File: src/rtl/hex_disp_pkg.sv
// Shared constants and types for the seven-segment hex scanner.
// Segment codes are active-low {g,f,e,d,c,b,a}.
package hex_disp_pkg;

    localparam logic [6:0] SEG_BLANK = 7'h7F;

    localparam logic [6:0] SEG_LUT [16] = '{
        7'h40, 7'h79, 7'h24, 7'h30,
        7'h19, 7'h12, 7'h02, 7'h78,
        7'h00, 7'h10, 7'h08, 7'h03,
        7'h46, 7'h21, 7'h06, 7'h0E
    };

    typedef enum logic {
        GAP,
        SHOW
    } scan_state_t;

endpackage

File: src/rtl/hex_seg_decode.sv
// Hex nibble to active-low seven-segment code.
module hex_seg_decode
    import hex_disp_pkg::*;
(
    input  logic [3:0] nibble,
    output logic [6:0] seg
);

    assign seg = SEG_LUT[nibble];

endmodule

File: src/rtl/hex_display_scanner.sv
// Time-multiplexed common-anode hex display driver with anti-ghosting gap,
// leading-zero blanking, per-digit blink and decimal points.
module hex_display_scanner
    import hex_disp_pkg::*;
#(
    parameter int unsigned NUM_DIGITS   = 4,
    parameter int unsigned SCAN_DIV     = 50000,
    parameter int unsigned BLINK_FRAMES = 64
) (
    input  logic                    clk,
    input  logic                    rst,
    input  logic                    load,
    input  logic [4*NUM_DIGITS-1:0] value,
    input  logic [NUM_DIGITS-1:0]   dp_in,
    input  logic [NUM_DIGITS-1:0]   blink_mask,
    input  logic                    lz_en,
    output logic [6:0]              seg,
    output logic                    dp_n,
    output logic [NUM_DIGITS-1:0]   an,
    output logic                    frame_tick
);

    localparam int unsigned CNT_W = $clog2(SCAN_DIV);
    localparam int unsigned IDX_W = (NUM_DIGITS > 1) ? $clog2(NUM_DIGITS) : 1;
    localparam int unsigned FRM_W = (BLINK_FRAMES > 1) ? $clog2(BLINK_FRAMES) : 1;

    localparam logic [CNT_W-1:0] CNT_LAST = CNT_W'(SCAN_DIV - 1);
    localparam logic [IDX_W-1:0] IDX_LAST = IDX_W'(NUM_DIGITS - 1);
    localparam logic [FRM_W-1:0] FRM_LAST = FRM_W'(BLINK_FRAMES - 1);

    logic [CNT_W-1:0]        cnt_q;
    logic [IDX_W-1:0]        idx_q;
    logic [FRM_W-1:0]        frame_q;
    logic                    blink_q;
    logic [4*NUM_DIGITS-1:0] shadow_q;
    logic [NUM_DIGITS-1:0]   dp_q;
    scan_state_t             state_q;

    logic                  last_cnt;
    logic                  last_idx;
    logic                  frame_end;
    logic [3:0]            cur_nib;
    logic                  cur_dp;
    logic                  cur_blink;
    logic                  upper_zero;
    logic                  blank;
    logic [NUM_DIGITS-1:0] an_show;
    logic [6:0]            dec_seg;

    assign last_cnt  = (cnt_q == CNT_LAST);
    assign last_idx  = (idx_q == IDX_LAST);
    assign frame_end = last_cnt && last_idx;

    always_comb begin
        cur_nib    = 4'h0;
        cur_dp     = 1'b0;
        cur_blink  = 1'b0;
        upper_zero = 1'b1;
        an_show    = '1;
        for (int i = 0; i < NUM_DIGITS; i++) begin
            if (IDX_W'(i) == idx_q) begin
                cur_nib    = shadow_q[4*i +: 4];
                cur_dp     = dp_q[i];
                cur_blink  = blink_mask[i];
                an_show[i] = 1'b0;
            end
            // Leading-zero test covers the current digit and everything above it.
            if (IDX_W'(i) >= idx_q && shadow_q[4*i +: 4] != 4'h0) begin
                upper_zero = 1'b0;
            end
        end
        blank = (lz_en && (idx_q != '0) && upper_zero) || (cur_blink && blink_q);
    end

    hex_seg_decode u_dec (
        .nibble (cur_nib),
        .seg    (dec_seg)
    );

    always_ff @(posedge clk or posedge rst) begin
        if (rst) begin
            cnt_q      <= '0;
            idx_q      <= '0;
            frame_q    <= '0;
            blink_q    <= 1'b0;
            shadow_q   <= '0;
            dp_q       <= '0;
            state_q    <= GAP;
            seg        <= SEG_BLANK;
            dp_n       <= 1'b1;
            an         <= '1;
            frame_tick <= 1'b0;
        end else begin
            if (load) begin
                shadow_q <= value;
                dp_q     <= dp_in;
            end

            cnt_q <= last_cnt ? '0 : cnt_q + CNT_W'(1);
            if (last_cnt) begin
                idx_q <= last_idx ? '0 : idx_q + IDX_W'(1);
            end

            if (frame_end) begin
                if (frame_q == FRM_LAST) begin
                    frame_q <= '0;
                    blink_q <= ~blink_q;
                end else begin
                    frame_q <= frame_q + FRM_W'(1);
                end
            end

            // GAP is exactly the cnt==0 cycle of every slot.
            state_q    <= last_cnt ? GAP : SHOW;
            frame_tick <= frame_end;

            unique case (state_q)
                GAP: begin
                    seg  <= SEG_BLANK;
                    dp_n <= 1'b1;
                    an   <= '1;
                end
                SHOW: begin
                    an   <= an_show;
                    seg  <= blank ? SEG_BLANK : dec_seg;
                    dp_n <= blank | ~cur_dp;
                end
                default: begin
                    seg  <= SEG_BLANK;
                    dp_n <= 1'b1;
                    an   <= '1;
                end
            endcase
        end
    end

endmodule

File: config.mk
export PLATFORM = sky130hd
export DESIGN_NAME = hex_display_scanner
export DESIGN_NICKNAME = d
export VERILOG_FILES = /design/src/rtl/hex_disp_pkg.sv /design/src/rtl/hex_seg_decode.sv /design/src/rtl/hex_display_scanner.sv
export SDC_FILE = /design/constraint.sdc
export NUM_CORES = 1
export LEC_CHECK = 0
export ABC_AREA = 1
export CORE_UTILIZATION = 35
export CTS_BUF_LIST = sky130_fd_sc_hd__clkbuf_8
export CTS_CLUSTER_SIZE = 40
export DETAILED_ROUTE_END_ITERATION = 12
export PLACE_DENSITY = 0.57
export SYNTH_ARGS = -nofsm -noshare
export SYNTH_HDL_FRONTEND = slang
export SYNTH_HIERARCHICAL = 1
export SYNTH_SLANG_ARGS = --single-unit
File: constraint.sdc
create_clock -name clk -period 3 [get_ports clk]
set_input_delay 0.45 -clock clk [delete_from_list [all_inputs] [get_ports clk]]
set_output_delay 0.45 -clock clk [all_outputs]
set_load 0.005 [all_outputs]
==> results.cfg, run 1 <==
[timing]
rsz0062_at_grt = no
finalWorstPathRequiredPeriod_ns = 2.66
tns_ns = 0
setup_viol = 0
hold_violations = 0
slew_viol_final = 0
worst_slack_ns = 0.336
fmax_mhz = 375
tightest_slew_ns = 0.809
relSlewSlack = 0.460
finalCritPeriodShare = 0.888
worst_clock_skew_ns = 0.00526

[route]
initialDrtViolationCount = 78
drt.antenna.violating_nets = 0
dr.pass1.iters = 8
wl_um = 6990
post-route-drc-count = 2
avgRoutedWirePerCell_um = 12.2
viasPerCell = 4.59
vias = 2639

[cts]
cts_resized = 0
clk_path_buf_depth = 2
hold_buffers = 0
clk_pin_slew_ns = 0.07
clock_latency_ns = 0.34
cts.sinks = 59
cts-root-buf = clkbuf_8
post_cts_buffers = 0
cts_tree = yes
cts_buffers = 9
htree_levels = 3

[final_layout]
final_common_cell = nand2_1
syn_to_final_growth_pct = 21.7
nNetsFinal = 504
final_cell_area_um2 = 3970
num_antenna_cells = 0
most-common-layout-cells = nand2_1 (112), inv_1 (63), dfrtp_1 (47), nor2_1 (43), clkdlybuf4s50_1 (40)
layout-drive-gt1-share = 0.137
final_cell_count_no_fill = 575

[worst_setup_path]
crit_type = register to register
cp.arrival_ns = 2.92
worstPathRequired_ns = 3.25
start_kind = register
critPathMaxFanout = 8
cp-end-kind = register

[grt]
grt.overflow.total = 0
antenna_found_initial = 0
grt_max_degree = 40
grt_first_pass_wirelength_um = 12500
groute.usage.overall = 0.163
grt_pass1_vias = 2605

[outcome]
failed_checks = DRC
status = finished, violations left

[place]
port_buffers = 40
placed_area_um2 = 3790
place_ws_ns = 0.385
dp_cells = 559
gp_congestion = 0.820
dp_hpwl_um = 5270

[power_and_ir_drop]
max-vdd-ir-drop_mv = 0.190
powerDensity_nw_per_um2 = 440
total_power_mw = 1.75
leakage_nw = 1.95

[logic_synthesis]
synth_edf_count = 0
netlist_instances = 415
ys.flop_type = dfrtp_1
yosysSeqAreaShare = 0.457
synth_area_um2 = 3260
ys_async_sr_fraction = 1.00
syn_nets = 457
ys_seq_elements = 59
avgSynthCellArea_um2 = 7.86
ys_warn_count = 6
yosysUniqueCellTypes = 28

[floorplan]
core-area_um2 = 8890
die_x_um = 98.5
initial_core_util = 0.367
design.die.area_um2 = 9710
num_rows = 34
pin_count = 41
dieHeight_um = 98.5

[min_path]
hp-class = register to register

[flow_run]
cap_violations = 0
[worst max-delay path, cell delays in order, from the launching register on]
cell and delay (ns):
dfrtp_1 0.42, inv_1 0.10, ha_1 0.23, inv_1 0.19, nand2_1 0.15, o22ai_1 0.15, nand2_1 0.08, a22oi_1 0.35
inv_1 0.19, ha_1 0.36, inv_1 0.05, nand2_1 0.05, nand2_1 0.05, nand2_1 0.05, nand2_1 0.05, inv_1 0.04
nand4_1 0.08
[cells in the mapped netlist (3+ instances only)]
library cell / number / share of area
a21oi_1: 10 / 0.015
a22oi_1: 4 / 0.0092
buf_2: 3 / 0.0046
clkbuf_1: 5 / 0.0058
dfrtp_1: 47 / 0.36
dfstp_2: 12 / 0.097
ha_1: 14 / 0.054
inv_1: 63 / 0.072
inv_2: 3 / 0.0035
mux2_2: 7 / 0.024
nand2_1: 112 / 0.13
nand2_2: 6 / 0.012
nand3_1: 23 / 0.035
nand4_1: 12 / 0.023
nor2_1: 43 / 0.049
nor2_2: 4 / 0.0077
nor3_1: 3 / 0.0046
o21ai_0: 15 / 0.023
o21ai_1: 5 / 0.0077
o21ai_2: 4 / 0.011
o22ai_1: 4 / 0.0077
xor2_1: 5 / 0.013
[per-layer routing]
| metal | vias to the layer above | global-route usage | part of all wire |
|---|---|---|---|
| met3 | 8 | 0.0518 | 0.035 |
| met2 | 40 | 0.251 | 0.45 |
| met5 | - | 0 | 0 |
| met1 | 1202 | 0.216 | 0.50 |
| met4 | 0 | 0.0597 | 0.013 |
| li1 | 1389 | - | - |
[power breakdown]
part | internal [mW] | switching (mW)
clock network | 0.338 | 0.326
registers | 0.847 | 0.0182
logic | 0.111 | 0.109
total | 1.30 | 0.453
[cell families after synthesis]
kind of cell    share of synthesized area
fa+ha+maj                          0.0537
mux                                0.0242
flops                               0.457
buf+inv                            0.0932
xor+xnor                           0.0188
simple gates                        0.279
compound gates                     0.0736
[final cells by class]
class                   instances  area (um^2)
clock buffers                  11          151
clock inverters                 5         28.8
fillers                       894         4920
inverters                      66          248
multi-input cells             280         1470
flip-flops and latches         59         1490
well taps                     108          135
repair buffers                 46          445
[path summary, 6_finish.rpt]
check	start	endpoint	slack, ns	depth (start not counted)
setup / recovery	idx_q[1]$_DFFE_PP0N_	seg[3]$_DFF_PP1_	0.34	16
hold / removal	cnt_q[0]$_DFF_PP0_	cnt_q[0]$_DFF_PP0_	0.47	1
setup reg to reg	idx_q[1]$_DFFE_PP0N_	seg[3]$_DFF_PP1_	0.34	16
hold reg to reg	cnt_q[0]$_DFF_PP0_	cnt_q[0]$_DFF_PP0_	0.47	1
max in group asynchronous	rst	seg[2]$_DFF_PP1_	1.69	3
min in group asynchronous	rst	frame_q[3]$_DFFE_PP0N_	0.58	2
[through the flow]
step	hold WS, ns	util
6_report	0.466	0.447
5_1_grt	0.499	0.447
4_1_cts	0.466	0.446
3_5_place_dp	0.457	0.426
3_3_place_gp	0.454	0.426
2_1_floorplan	0.433	-
[flip-flops by register name, indices dropped and copies added, names as in the netlist, 2 cells and up]
signal / cells
an: 4
cnt_q: 16
dp_q: 4
frame_q: 6
idx_q: 2
seg: 7
shadow_q: 16
(Power assumes the default switching activity.)
==> run 2, diff against run 1 <==
SYNTH_HIERARCHICAL = unset   (was 1)
==> results.cfg, run 2 <==
[logic_synthesis]
ys_async_sr_fraction = 1.00
yosysSeqAreaShare = 0.482
synth_area_leaders = dfrtp_1 (38%), nand2_1 (11%), dfstp_2 (10%), ha_1 (5.3%), mux2_2 (5.1%)
ys_warn_count = 0
syn_nets = 399
ys_seq_elements = 59
yosysUniqueCellTypes = 35
ys.flop_type = dfrtp_1
avgSynthCellArea_um2 = 8.65
synth_top_cells_by_count = nand2_1 (89), dfrtp_1 (47), inv_1 (37), nor2_1 (35), nand3_1 (26)
synth_top_cell_by_area = dfrtp_1
netlist_instances = 358
synth_edf_count = 0
yosysMostFrequentCell = nand2_1
netlist.area_leader.share = 0.380
synth_area_um2 = 3100

[worst_setup_path]
critPathBufInv = 4
worstPathRequired_ns = 3.25
reg2reg_to = seg[0]$_DFF_PP1_
start_kind = register
crit_family = adder cells
ff2ff_setup_slack_ns = 0.75
rr_worst_depth = 12
rr_startpoint = idx_q[0]$_DFFE_PP0N_
cp_slowest_stage_delay_ns = 0.41
cpMostUsedCell = inv_1
cp_cell_sequence = inv_1, ha_1, inv_1, o211ai_1, nand2_1, nand2_1, inv_1, ha_1, inv_1, nand3_1, nand3_1, nand4_1
cp-end-kind = register
crit_type = register to register
critPathSlowestCell = dfrtp_1
critPathMaxFanout = 10
cp.arrival_ns = 2.50

[final_layout]
final_cell_count_no_fill = 516
layout-drive-gt1-share = 0.178
biggestRegsByFlops = cnt_q (16), shadow_q (16), seg (7)
most-common-layout-cells = nand2_1 (89), dfrtp_1 (47), clkdlybuf4s50_1 (40), inv_1 (37), nor2_1 (35)
num_antenna_cells = 0
final_common_cell = nand2_1
syn_to_final_growth_pct = 24.8
nNetsFinal = 447
utilization = 0.461

[timing]
slew_viol_final = 0
hold_violations = 0
rsz0062_at_grt = no
fmax_mhz = 444
relSlewSlack = 0.414
finalWorstPathRequiredPeriod_ns = 2.25
tns_ns = 0
tightest_slew_ns = 0.876
worst_slack_ns = 0.749
setup_viol = 0
worst_clock_skew_ns = 0.0123
finalCritPeriodShare = 0.750
holdWs_ns = 0.386

[place]
port_buffers = 40
gp_congestion = 0.781
dp_cells = 500
place_ws_ns = 0.790
dp_hpwl_um = 4620

[cts]
cts_tree = yes
clock_latency_ns = 0.34
cts.sinks = 59
hold_buffers = 0
cts_buffers = 9
clk_path_buf_depth = 2
clk_pin_slew_ns = 0.08
post_cts_buffers = 0
htree_levels = 3
cts_resized = 0
cts-root-buf = clkbuf_8

[flow_run]
cap_violations = 0

[power_and_ir_drop]
pwr-share-clk = 0.451
internal-power_mw = 1.53
powerDensity_nw_per_um2 = 511
leakage_nw = 1.88
switchingPower_mw = 0.444
pwr-share-seq = 0.442
p_comb_frac = 0.107
netSwitchingFraction = 0.225
max-vdd-ir-drop_mv = 0.273

[floorplan]
core-area_um2 = 8380
num_rows = 33
die_x_um = 96.0
initial_core_util = 0.369
pin_count = 41
design.die.area_um2 = 9220
dieHeight_um = 96.0

[min_path]
hp-class = input pin to async pin

[grt]
grt.overflow.total = 0
antenna_found_initial = 0
groute.usage.overall = 0.155
grt_max_degree = 24
grt_pass1_vias = 2341
grt_first_pass_wirelength_um = 10600

[route]
drt.antenna.violating_nets = 0
vias = 2421
post-route-drc-count = 0
avgRoutedWirePerCell_um = 12.3
viasPerCell = 4.69
wl_um = 6330
initialDrtViolationCount = 42
dr.pass1.iters = 4

[outcome]
status = finished, final reports clean
run 2: cell count changes in the layout (fill, tap and decap cells not counted), moves of 3 or more:
cell       previous run  this run
o21ai_0              15         9
nand3_1              23        26
buf_4                 6         3
nor2_1               43        35
o211ai_1              0         3
inv_2                 4         9
inv_1                63        37
nor3_2                0         3
bufinv_16             0         3
mux2_2                7        14
o22ai_1               4         0
nand2_1             112        89
nand4_1              12         5
run 2: worst max-delay path by stage:
stage,from,to,slack [ns],cells past startpoint
4_1_cts,idx_q[0]$_DFFE_PP0N_,seg[3]$_DFF_PP1_,0.77,12
6_report,idx_q[0]$_DFFE_PP0N_,seg[0]$_DFF_PP1_,0.75,12
3_3_place_gp,idx_q[0]$_DFFE_PP0N_,seg[3]$_DFF_PP1_,0.89,12
5_1_grt,idx_q[0]$_DFFE_PP0N_,seg[3]$_DFF_PP1_,0.53,12
3_5_place_dp,idx_q[0]$_DFFE_PP0N_,seg[3]$_DFF_PP1_,0.79,12
2_1_floorplan,rst,blink_q$_DFFE_PP0P_,1.11,1
run 2: final cells by class:
class,instances,area (um^2)
tap,105,131
sequential,59,1490
inverter,46,175
clock inverter,6,104
clock buffer,10,138
fill,817,4520
multi-input combinational,247,1400
timing repair buffer,43,423
run 2: stage by stage:
stage / power [mW] / area [um^2]
3_3_place_gp: 1.10 / 3620
2_1_floorplan: 0.995 / 3100
3_5_place_dp: 1.10 / 3620
4_1_cts: 2.01 / 3860
5_1_grt: 2.06 / 3860
6_report: 1.97 / 3860
run 2: cells by family after synthesis:
logic type                 count (synthesis)  synth area share
DFF                                       59             0.482
buffers and inverters                     52            0.0659
adders and majority gates                 13            0.0525
and+or+nand+nor                          177             0.260
xor gates and xnor gates                   9            0.0255
AOI/OAI and AO/OA                         34            0.0631
muxes                                     14            0.0509
run 2: power by group through the flow:
stage / registers [mW] / clock network (mW) / logic, mW
2_1_floorplan: 0.883 / 0 / 0.112
3_3_place_gp: 0.886 / 0 / 0.212
3_5_place_dp: 0.886 / 0 / 0.215
4_1_cts: 0.873 / 0.917 / 0.216
5_1_grt: 0.876 / 0.949 / 0.237
6_report: 0.872 / 0.890 / 0.212
run 2: routing by layer:
metal / routed length [um] / vias to the layer above / GRT usage
met5: 0 / - / 0
met4: 117 / 0 / 0.0746
met3: 335 / 12 / 0.0545
li1: - / 1232 / -
met2: 2910 / 58 / 0.251
met1: 2970 / 1119 / 0.182
==> run 3, diff against run 2 <==
clock period = 2.1 ns   (was 3 ns; I/O delays follow)
==> results.cfg, run 3 (synthesized netlist as in run 2, its figures left out) <==
[outcome]
status = finished, final reports clean

[grt]
grt_first_pass_wirelength_um = 11200
met2_usage = 0.266
use_met3 = 0.0577
antenna_found_initial = 0
grt_pass1_vias = 2424
grt.overflow.total = 0
grt_use_met1 = 0.198
gr-max-usage-layer = met2
grt_max_degree = 60
groute.usage.overall = 0.160

[route]
drt.antenna.violating_nets = 0
post-route-drc-count = 0
dr.pass1.iters = 4
initialDrtViolationCount = 83
vias = 2425
wl_um = 6390
viasPerCell = 4.67
avgRoutedWirePerCell_um = 12.3

[timing]
fmax_mhz = 514
hold_violations = 0
holdWs_ns = 0.341
relSlewSlack = 0.789
finalWorstPathRequiredPeriod_ns = 1.94
slew_viol_final = 0
finalCritPeriodShare = 0.926
setup_viol = 0
tightest_slew_ns = 0.316
rsz0062_at_grt = no
worst_clock_skew_ns = 0.00648

[final_layout]
biggestRegsByFlops = cnt_q (16), shadow_q (16), seg (7)
num_antenna_cells = 0
utilization = 0.467
most-common-layout-cells = nand2_1 (87), dfrtp_1 (45), clkdlybuf4s50_1 (40), nor2_1 (35), inv_1 (34)
layout-drive-gt1-share = 0.208
final_cell_count_no_fill = 519
nNetsFinal = 450
final_common_cell = nand2_1
syn_to_final_growth_pct = 26.6

[cts]
cts.sinks = 59
cts-root-buf = clkbuf_8
clock_latency_ns = 0.34
cts_buffers = 9
post_cts_buffers = 0
clk_path_buf_depth = 2
clk_pin_slew_ns = 0.07
htree_levels = 3
cts_tree = yes

[floorplan]
core-area_um2 = 8380
pin_count = 41
die_x_um = 96.0
dieHeight_um = 96.0
initial_core_util = 0.369
num_rows = 33
design.die.area_um2 = 9220

[worst_setup_path]
crit_start = idx_q[1]$_DFFE_PP0N_
start_kind = register
critPathMaxFanout = 10
critPathCapture = seg[0]$_DFF_PP1_
rr_startpoint = idx_q[1]$_DFFE_PP0N_
worstPathRequired_ns = 2.35
cp.arrival_ns = 2.19
crit_type = register to register
cp-end-kind = register
rr_worst_depth = 12
ff2ff_setup_slack_ns = 0.16
reg2reg_to = seg[0]$_DFF_PP1_

[power_and_ir_drop]
leakage_nw = 1.89
powerDensity_nw_per_um2 = 693
max-vdd-ir-drop_mv = 0.305

[flow_run]
cap_violations = 0

[min_path]
hp-class = input pin to async pin

[place]
gp_congestion = 0.835
dp_cells = 503
port_buffers = 40
dp_hpwl_um = 4650
==> run 3: cell count changes in the layout (fill, tap and decap cells not counted), moves of 2 or more <==
| cell | change |
|---|---|
| buf_4 | +2 |
| dfrtp_1 | -2 |
| dfrtp_2 | +2 |
| ha_1 | -3 |
| ha_4 | +2 |
| inv_1 | -3 |
| inv_2 | +2 |
| nand2_1 | -2 |
| nand2_2 | +2 |
==> run 3: repair_timing <==
item | 4_1_cts | 5_1_grt
hold buffers | 0 | 0
resized for setup | 3 | 8
setup endpoints to repair | 2 | 7
==> run 3: worst min path at each step <==
stage | from | end | slack [ns]
final | rst | frame_tick$_DFF_PP0_ | 0.34
after global routing | rst | frame_tick$_DFF_PP0_ | 0.39
after CTS | rst | idx_q[1]$_DFFE_PP0N_ | 0.36
after detailed placement | cnt_q[0]$_DFF_PP0_ | cnt_q[0]$_DFF_PP0_ | 0.46
after global placement | cnt_q[0]$_DFF_PP0_ | cnt_q[0]$_DFF_PP0_ | 0.45
after floorplan | state_q$_DFF_PP0_ | an[0]$_DFF_PP1_ | 0.43
==> run 3: layer usage <==
metal,vias to the layer above,part of all wire
met3,5,0.047
li1,1241,-
met5,-,0
met4,0,0.0075
met2,39,0.47
met1,1140,0.47
==> run 3: final cells by class <==
| cell class | count | area (um^2) |
|---|---|---|
| inverters | 46 | 175 |
| well taps | 105 | 131 |
| clock buffers | 11 | 151 |
| fillers | 804 | 4460 |
| flip-flops and latches | 59 | 1490 |
| repair buffers | 46 | 458 |
| multi-input cells | 247 | 1430 |
| clock inverters | 5 | 75.1 |
==> run 3: stage by stage <==
stage | power, mW | area, um^2 | TNS [ns] | setup slack [ns]
after floorplan | 1.42 | 3100 | 0 | 0.223
after detailed placement | 1.57 | 3660 | -0.0535 | -0.0287
after CTS | 2.77 | 3890 | 0 | 0.0546
after global placement | 1.57 | 3660 | 0 | 0.0988
final | 2.72 | 3920 | 0 | 0.156
after global routing | 2.86 | 3920 | 0 | 0.00388
==> run 3: critical path, stage by stage, from the launching register on <==
cell and delay (ns):
dfrtp_2 0.46, inv_2 0.11, ha_4 0.16, inv_2 0.09, o211ai_1 0.17, nand2_1 0.10
nand2_2 0.12, inv_1 0.09, ha_1 0.22, inv_1 0.08, nand3_1 0.10, nand3_1 0.10
nand4_1 0.07
==> run 3: where the power goes <==
group          total (mW)  leakage (nW)  internal [mW]  switching [mW]
Combinational       0.303          1.05          0.160           0.143
Sequential           1.25         0.716           1.22          0.0331
Clock                1.17         0.119          0.726           0.439
Total                2.72          1.89           2.10           0.615
